==> config.mk <==
export PLATFORM = sky130hd
export DESIGN_NAME = spin_input_accum
export DESIGN_NICKNAME = d
export VERILOG_FILES = /design/src/rtl/spin_input_accum.sv
export SDC_FILE = /design/constraint.sdc
export NUM_CORES = 1
export LEC_CHECK = 0
export ABC_AREA = 1
export CORE_ASPECT_RATIO = 0.8
export CORE_UTILIZATION = 62
export DETAILED_ROUTE_END_ITERATION = 6
export PLACE_DENSITY = 0.95
export SETUP_SLACK_MARGIN = 0.1
export SYNTH_ARGS = -nofsm -noshare
export SYNTH_HDL_FRONTEND = slang
export SYNTH_SLANG_ARGS = --single-unit
==> constraint.sdc <==
create_clock -name clock_40 -period 6.4 [get_ports clock_40]
set_clock_uncertainty 0.05 [all_clocks]
set_input_delay 1.28 -clock clock_40 [delete_from_list [all_inputs] [get_ports clock_40]]
set_output_delay 1.28 -clock clock_40 [all_outputs]
set_load 0.05 [all_outputs]
==> src/rtl/spin_input_accum.sv <==
// spin_input_accum: turns host mouse / analog-stick motion into the 4-bit
// absolute spinner angle. Motion collects in a saturating residue, and the
// angle advances only on frame ticks, by at most MAX_STEP per tick.
module spin_input_accum #(
    parameter int SENS_SHIFT = 2,
    parameter int MAX_STEP   = 3,
    parameter int RESID_MAX  = 511,
    parameter int DEADZONE   = 16
) (
    input  logic              clock_40,
    input  logic              reset,
    input  logic signed [8:0] mouse_x,
    input  logic              mouse_strobe,
    input  logic signed [7:0] ana_x,
    input  logic [1:0]        src_sel,
    input  logic              ctc_zc_to_2,
    output logic [3:0]        spin_angle,
    output logic              spin_dir,
    output logic              step_pulse
);

    localparam logic [1:0]        SRC_MOUSE = 2'd1;
    localparam logic [1:0]        SRC_ANA   = 2'd2;
    localparam logic signed [11:0] SAT_HI   = 12'(RESID_MAX);
    localparam logic signed [11:0] SAT_LO   = 12'(-RESID_MAX);
    localparam logic signed [11:0] Q_HI     = 12'(MAX_STEP);
    localparam logic signed [11:0] Q_LO     = 12'(-MAX_STEP);
    localparam logic signed [3:0]  STEP_HI  = 4'(MAX_STEP);
    localparam logic signed [3:0]  STEP_LO  = 4'(-MAX_STEP);
    localparam logic signed [11:0] BIAS     = 12'((1 << SENS_SHIFT) - 1);
    localparam logic [8:0]         DZ       = 9'(DEADZONE);
    localparam logic [8:0]         MAG_HI   = 9'(MAX_STEP);

    logic               vs_d;
    logic [1:0]         src_d;
    logic signed [10:0] resid;
    logic signed [10:0] resid_nxt;

    logic               tick;
    logic               src_chg;
    logic signed [11:0] r12;
    logic signed [11:0] biased;
    logic signed [11:0] q;
    logic signed [3:0]  mouse_step;
    logic signed [8:0]  ax9;
    logic [8:0]         m;
    logic [8:0]         amag;
    logic signed [3:0]  ana_step;
    logic signed [3:0]  step;
    logic signed [3:0]  mstep;
    logic signed [11:0] sum;

    assign tick    = ctc_zc_to_2 & ~vs_d;
    assign src_chg = (src_sel != src_d);

    // Step selection and next residue; division truncates toward zero by
    // biasing negative residues before the arithmetic shift.
    always_comb begin
        r12        = {resid[10], resid};
        biased     = r12 + (resid[10] ? BIAS : 12'sd0);
        q          = biased >>> SENS_SHIFT;
        mouse_step = 4'sd0;
        if (q > Q_HI)      mouse_step = STEP_HI;
        else if (q < Q_LO) mouse_step = STEP_LO;
        else               mouse_step = q[3:0];

        ax9      = {ana_x[7], ana_x};
        m        = ax9[8] ? 9'(-ax9) : 9'(ax9);
        amag     = 9'd0;
        ana_step = 4'sd0;
        if (m >= DZ) begin
            amag = 9'd1 + ((m - DZ) >> 5);
            if (amag > MAG_HI) amag = MAG_HI;
            ana_step = ana_x[7] ? -$signed(amag[3:0]) : $signed(amag[3:0]);
        end

        step = 4'sd0;
        if (tick) begin
            if (src_sel == SRC_MOUSE)    step = mouse_step;
            else if (src_sel == SRC_ANA) step = ana_step;
        end
        mstep = (src_sel == SRC_MOUSE) ? step : 4'sd0;

        sum = r12 - ({{8{mstep[3]}}, mstep} <<< SENS_SHIFT)
                  + (mouse_strobe ? {{3{mouse_x[8]}}, mouse_x} : 12'sd0);

        resid_nxt = resid;
        if (src_chg)                 resid_nxt = 11'sd0;
        else if (src_sel == SRC_MOUSE) begin
            if (sum > SAT_HI)        resid_nxt = SAT_HI[10:0];
            else if (sum < SAT_LO)   resid_nxt = SAT_LO[10:0];
            else                     resid_nxt = sum[10:0];
        end
        else if (src_sel == SRC_ANA) resid_nxt = 11'sd0;
    end

    // Edge detector, source tracker, residue and angle state.
    always_ff @(posedge clock_40 or posedge reset) begin
        if (reset) begin
            vs_d       <= 1'b0;
            src_d      <= 2'd0;
            resid      <= 11'sd0;
            spin_angle <= 4'd0;
            spin_dir   <= 1'b0;
            step_pulse <= 1'b0;
        end else begin
            vs_d       <= ctc_zc_to_2;
            src_d      <= src_sel;
            resid      <= resid_nxt;
            step_pulse <= (step != 4'sd0);
            if (step != 4'sd0) begin
                spin_angle <= spin_angle + step;
                spin_dir   <= ~step[3];
            end
        end
    end

endmodule

# Word level (Yosys, flattened, before mapping)
# Cells that the tools add are included.
dict set report totals {
  regBits 20
  output_inout_bits 6
}
dict set report classes {
  n_addsub 8
  n_lt_le_gt_ge 6
  n_eq_ne 3
  mux 18
  bitwise_logic 3
  reduce_logical 2
}
# cell count
set ops {}
lappend ops {{$mux W11} 5}
lappend ops {{$mux W4} 10}
lappend ops {{$add A11 B3 Y12} 1}
lappend ops {{$add A12 B12 Y12} 1}
lappend ops {{$gt A12 B10 Y1 const B} 1}
lappend ops {{$lt A12 B10 Y1 const B} 1}
lappend ops {{$mux W12} 1}
lappend ops {{$sub A11 B6 Y12} 1}
lappend ops {{$gt A10 B3 Y1 const B} 1}
lappend ops {{$lt A10 B3 Y1 const B} 1}
lappend ops {{$ge A9 B5 Y1 const B} 1}
lappend ops {{$mux W9} 1}
lappend ops {{$neg A8 Y9} 1}
lappend ops {{$sub A9 B5 Y9 const B} 1}
lappend ops {{$add A1 B4 Y5 const A} 1}
lappend ops {{$gt A5 B2 Y1 const B} 1}
lappend ops {{$add A4 B4 Y4} 1}
lappend ops {{$neg A4 Y4} 1}
lappend ops {{$reduce_bool A4 Y1} 1}
lappend ops {{$reduce_bool A3 Y1} 1}
lappend ops {{$eq A2 B1 Y1 const B} 1}
lappend ops {{$eq A2 B2 Y1 const B} 1}
lappend ops {{$mux W2} 1}
lappend ops {{$ne A2 B2 Y1} 1}
lappend ops {{other kinds (2)} 3}

# Depth between registers and ports, before layout
dict set report logic_depth {
  word_depth 21
  depth_mapped 41
  ltp_nobuf 41
}

# Worst setup path before layout
# OpenSTA, ideal clock, no wires.
dict set report synth_path {
  kind {input to register}
  from {in ana_x[0]}
  to {reg resid[8]}
  setup_time_ps 129
  arrival_ps 5828
  required_time_ps 6221
  path_slack_ps 393
  cell_stages 36
  path_buffers 0
  path_cell_list {inv_1 > ha_1 > nand2_1 > nand3b_1 > nand2_2 > inv_1 > ha_1 > nand3b_1 > and2_1 > ha_1 > nand2_1 > nand2_1 > inv_1 > nand4_1 > inv_1 > ha_1 > o31ai_1 > nand2_1 > inv_1 > nand2_1 > inv_1 > fa_1 > inv_1 > ha_1 > a21oi_1 > o21ai_0 > a21oi_1 > o21ai_2 > nand2_1 > a21oi_1 > xor2_1 > nor2_1 > nand2_2 > o21ai_0 > inv_1 > o21ai_0}
}
dict set report synth_via {
  elab_chain_len 21
  elab_cells_between_ends 23
  cone_classes {add/sub: 6; order compare: 4; mux: 13}
}
# element line_no
set synth_rtl {}
lappend synth_rtl {{from (decl)} 14} ;# input logic signed [7:0] ana_x,
lappend synth_rtl {{$neg A8 Y9} 68} ;# m = ax9[8] ? 9'(-ax9) : 9'(ax9);
lappend synth_rtl {{$mux W9 (*)} 68}
lappend synth_rtl {{$sub A9 B5 Y9} 72} ;# amag = 9'd1 + ((m - DZ) >> 5);
lappend synth_rtl {{$add A1 B4 Y5} 72}
lappend synth_rtl {{$gt A5 B2 Y1} 73} ;# if (amag > MAG_HI) amag = MAG_HI;
lappend synth_rtl {{$mux W4} 73}
lappend synth_rtl {{$mux W4} 71} ;# if (m >= DZ) begin
lappend synth_rtl {{$neg A4 Y4} 74} ;# ana_step = ana_x[7] ? -$signed(amag[3:0]) : $signed(amag[3:0]);
lappend synth_rtl {{(+5 left out)} --}
lappend synth_rtl {{$mux W4 (*)} 82} ;# mstep = (src_sel == SRC_MOUSE) ? step : 4'sd0;
lappend synth_rtl {{$sub A11 B6 Y12 (*)} 84} ;# sum = r12 - ({{8{mstep[3]}}, mstep} <<< SENS_SHIFT)
lappend synth_rtl {{$add A12 B12 Y12 (*)} 85} ;# + (mouse_strobe ? {{3{mouse_x[8]}}, mouse_x} : 12'sd0);
lappend synth_rtl {{$lt A12 B10 Y1} 91} ;# else if (sum < SAT_LO) resid_nxt = SAT_LO[10:0];
lappend synth_rtl {{$mux W11} 91}
lappend synth_rtl {{$mux W11 (*)} 90} ;# if (sum > SAT_HI) resid_nxt = SAT_HI[10:0];
lappend synth_rtl {{$mux W11 (*)} 89} ;# else if (src_sel == SRC_MOUSE) begin
lappend synth_rtl {{$mux W11 (*)} 88} ;# if (src_chg) resid_nxt = 11'sd0;
lappend synth_rtl {{to (signal assigned)} 109} ;# resid <= resid_nxt;
lappend synth_rtl {{to (decl)} 36} ;# logic signed [10:0] resid;
# Every way passes the cells marked *; elsewhere a longest branch is shown, timed or not. The select of a mux whose other input is x is not followed.
# A chain may end at the register's enable or synchronous reset.

# Worst setup path in the final report
dict set report layout_path {
  from {in ana_x[2]}
  to {reg resid[2]}
}
# The elaborated chain is that of the path after synthesis.

==> impl_metrics.py <==
metrics = {
    "outcome": {
        "outcome": "finished with violations",
        "violations": "design-rule violations, negative setup slack",
    },
    "yosys": {
        "synth_edf_count": 0,
        "syn_avg_cell_area_sq_um": 6.82,
        "ys_ff_latch": 20,
        "synth.net_count": 421,
        "netlist_instances": 366,
        "ys_warn_count": 0,
        "post_synth_instance_area_sq_um": 2490,
        "synth_seq_area_share": 0.201,
        "yosys.cell_types.count": 36,
        "postSynth.asyncResetShare": 1.00,
        "synth_flop_cell": "dfrtp_1",
    },
    "cts": {
        "tritoncts.num_buffers": 3,
        "cts.sinks": 20,
        "clk_transition_reported_paths_ns": 0.08,
        "cts_tree": "built",
        "worst_skew_pair.late_latency_ns": 0.27,
        "cts_max_path_buffers": 2,
        "cts_max_level": 1,
        "cts_root_buffer": "clkbuf_8",
    },
    "sta": {
        "timing.final.crit_share": 1.01,
        "layout_setup_ws_ns": -0.0404,
        "final.setup.tns_ns": -0.0458,
        "worst_slew_margin_rel": 0.482,
        "layout_min_cycle_time_ns": 6.44,
        "final_setup_violation_count": 2,
        "max_freq_mhz": 155,
        "drv_slew": 0,
        "tightest_slew_ns": 0.771,
        "final_count_of_hold_timing_violations": 0,
    },
    "worst_setup_path": {
        "crit_slowest_cell": "fa_1",
        "cp_slowest_stage_delay_ns": 0.44,
        "arrival_time_reported_for_the_critical_path_endpoint_ns": 6.53,
        "timing_worst_setup_path_type": "primary input to register",
        "cp_max_fo": 6,
        "start_kind": "primary input",
        "critPathCaptureType": "register",
        "critical-path-top-cell-by-count": "nand2_2",
        "r2r-start": "resid[10]$_DFFE_PP0P_",
        "setup.worst_path.start": "ana_x[2]",
        "critPathRequiredTime_ns": 6.49,
    },
    "power": {
        "fin_total_pwr_mw": 1.04,
        "share_comb_of_total_power": 0.731,
        "power_switching_share": 0.509,
        "power.switching_mw": 0.527,
        "ir_drop_uv": 231,
        "part_of_the_power_in_registers": 0.170,
        "power.static_leakage_nw": 1.86,
        "internal-power_mw": 0.509,
        "clock_network_fraction_of_total_power": 0.099,
        "powerDensity_nw_per_um2": 301,
    },
    "detailed_routing": {
        "first_iter_violations": 531,
        "totalWireLength_microns": 10100,
        "postRouteAntennaNets": 0,
        "post_drt_via_cell_ratio": 6.41,
        "drc": 50,
        "route.detailed.wl_per_inst_microns": 20.5,
        "drt_pass1_iterations": 7,
        "routed-via-count": 3171,
    },
    "grt": {
        "grt_pass1_vias": 2699,
        "grt_overflow": 0,
        "grt_use_total": 0.394,
        "initial_antenna_violation_count": 0,
        "grt_max_degree": 21,
        "grt_pass1_wl_microns": 12600,
    },
    "finish": {
        "drive_above_1_share": 0.293,
        "areaGrowthSynthToFinish_pct": 38.0,
        "insertedDiodeCount": 0,
        "finalNonFillerCells": 495,
        "layout.nets": 496,
        "layout.cell_area.non_filler_sq_um": 3440,
    },
    "placed_design": {
        "io_buffer_count": 28,
        "dp_hpwl_microns": 5340,
        "place_area_sq_um": 3070,
        "placed_cell_count": 478,
        "globalplace.congestion": 0.894,
    },
    "min_path": {
        "hold_path.startpoint": "spin_angle[3]$_DFFE_PP0P_",
        "timing.hold.worst.class": "register to register",
    },
    "floorplanning": {
        "core-area_sq_um": 3830,
        "die_outline_area_sq_um": 4280,
        "die_x_microns": 72.9,
        "ports_placed_on_the_boundary": 29,
        "core.rowCount": 20,
        "die_height_microns": 58.7,
        "starting_utilization_of_the_core_area": 0.652,
    },
    "job": {
        "drv.max_cap_violation_count": 0,
    },
}
## per-layer routing
metal	wire length (microns)	GRT usage	up-vias
li1	-	-	1294
met1	3540	0.490	1425
met2	4470	0.669	339
met3	1350	0.0822	113
met4	778	0.168	0
met5	0	0	-
## power groups by stage
stage          clock (mW)  combinational, mW  sequential [mW]
2_1_floorplan           0              0.313            0.217
3_3_place_gp            0              0.523            0.172
3_5_place_dp            0              0.549            0.174
4_1_cts            0.0952              0.602            0.172
5_1_grt             0.105              0.790            0.177
6_report            0.103              0.757            0.176
## registers in the layout (all words and copies together), names as in the netlist
signal      count
spin_angle      4
src_d           2
step_pulse      1
vs_d            1
spin_dir        1
resid          11
## layout by cell type (no fill, tap or decap), drive strengths merged, types with 6 or more instances in the layout
cell / instances
xor2: 8
buf: 44
fa: 10
dfrtp: 20
o21ai: 16
ha: 22
clkbuf: 6
nand3: 35
a21oi: 14
clkdlybuf4s50: 21
inv: 81
nor3: 8
xnor2: 8
nor2: 24
nand4: 6
nand2: 98
## through the flow
step / util / hold WS, ns / setup slack (ns)
after CTS: 0.852 / 0.461 / 0.103
after detailed placement: 0.801 / 0.445 / -0.504
after global routing: 0.899 / 0.472 / -0.121
after global placement: 0.801 / 0.426 / -0.309
after floorplan: - / 0.443 / 0.393
final: 0.899 / 0.461 / -0.0404
## synthesized netlist by cell type, types with 2 or more instances
library cell / number / area [sq um]
a21oi_1: 13 / 65.1
dfrtp_1: 20 / 500
fa_1: 10 / 200
ha_1: 22 / 275
inv_1: 73 / 274
inv_2: 7 / 26.3
nand2_1: 89 / 334
nand2_2: 9 / 56.3
nand3_1: 30 / 150
nand3_2: 4 / 40.0
nand3b_1: 5 / 37.5
nand4_1: 6 / 37.5
nor2_1: 20 / 75.1
nor2_2: 3 / 18.8
nor3_1: 7 / 35.0
o21ai_0: 10 / 50.1
o21ai_1: 4 / 20.0
o21ai_2: 2 / 17.5
xnor2_1: 8 / 70.1
xor2_1: 8 / 70.1
## timing repair
action | in CTS | in global routing
gates resized for setup | 23 | 47
hold buffers | 0 | 0
pin swaps | 9 | 34
buffers inserted | 6 | 7
setup endpoints to repair | 11 | 11
## layout make-up
cell class | instances | area (sq um)
multi-input cells | 263 | 1890
well taps | 55 | 68.8
repair buffers | 72 | 617
flip-flops and latches | 20 | 500
inverters | 81 | 307
clock buffers | 4 | 55.1
fillers | 170 | 387
## path summary, 6_finish.rpt
kind,to,slack (ns),cells past startpoint
worst max-delay path,resid[2]$_DFFE_PP0P_,-0.04,40
worst min-delay path,spin_angle[3]$_DFFE_PP0P_,0.46,2
worst max register to register,resid[2]$_DFFE_PP0P_,1.06,29
worst min register to register,spin_angle[3]$_DFFE_PP0P_,0.46,2
max in group asynchronous,spin_dir$_DFFE_PP0P_,4.42,2
min in group asynchronous,resid[4]$_DFFE_PP0P_,1.39,2
## cell families (layout without fill, tap and decap cells)
kind of cell / Yosys count / count (layout) / share of synthesized area
and+or+nand+nor: 177 / 177 / 0.335
DFF: 20 / 20 / 0.201
xor gates and xnor gates: 16 / 16 / 0.0562
AOI/OAI and AO/OA: 38 / 38 / 0.0913
buffers and inverters: 83 / 157 / 0.126
adders and majority gates: 32 / 32 / 0.191
## worst max-delay path: cells and delay by family
family	cells	cell delay, ns
compound gates	3	0.44
xor+xnor	1	0.22
fa+ha+maj	5	1.28
buf+inv	7	0.57
simple gates	24	2.72
Power figures use the tool's default switching activity.
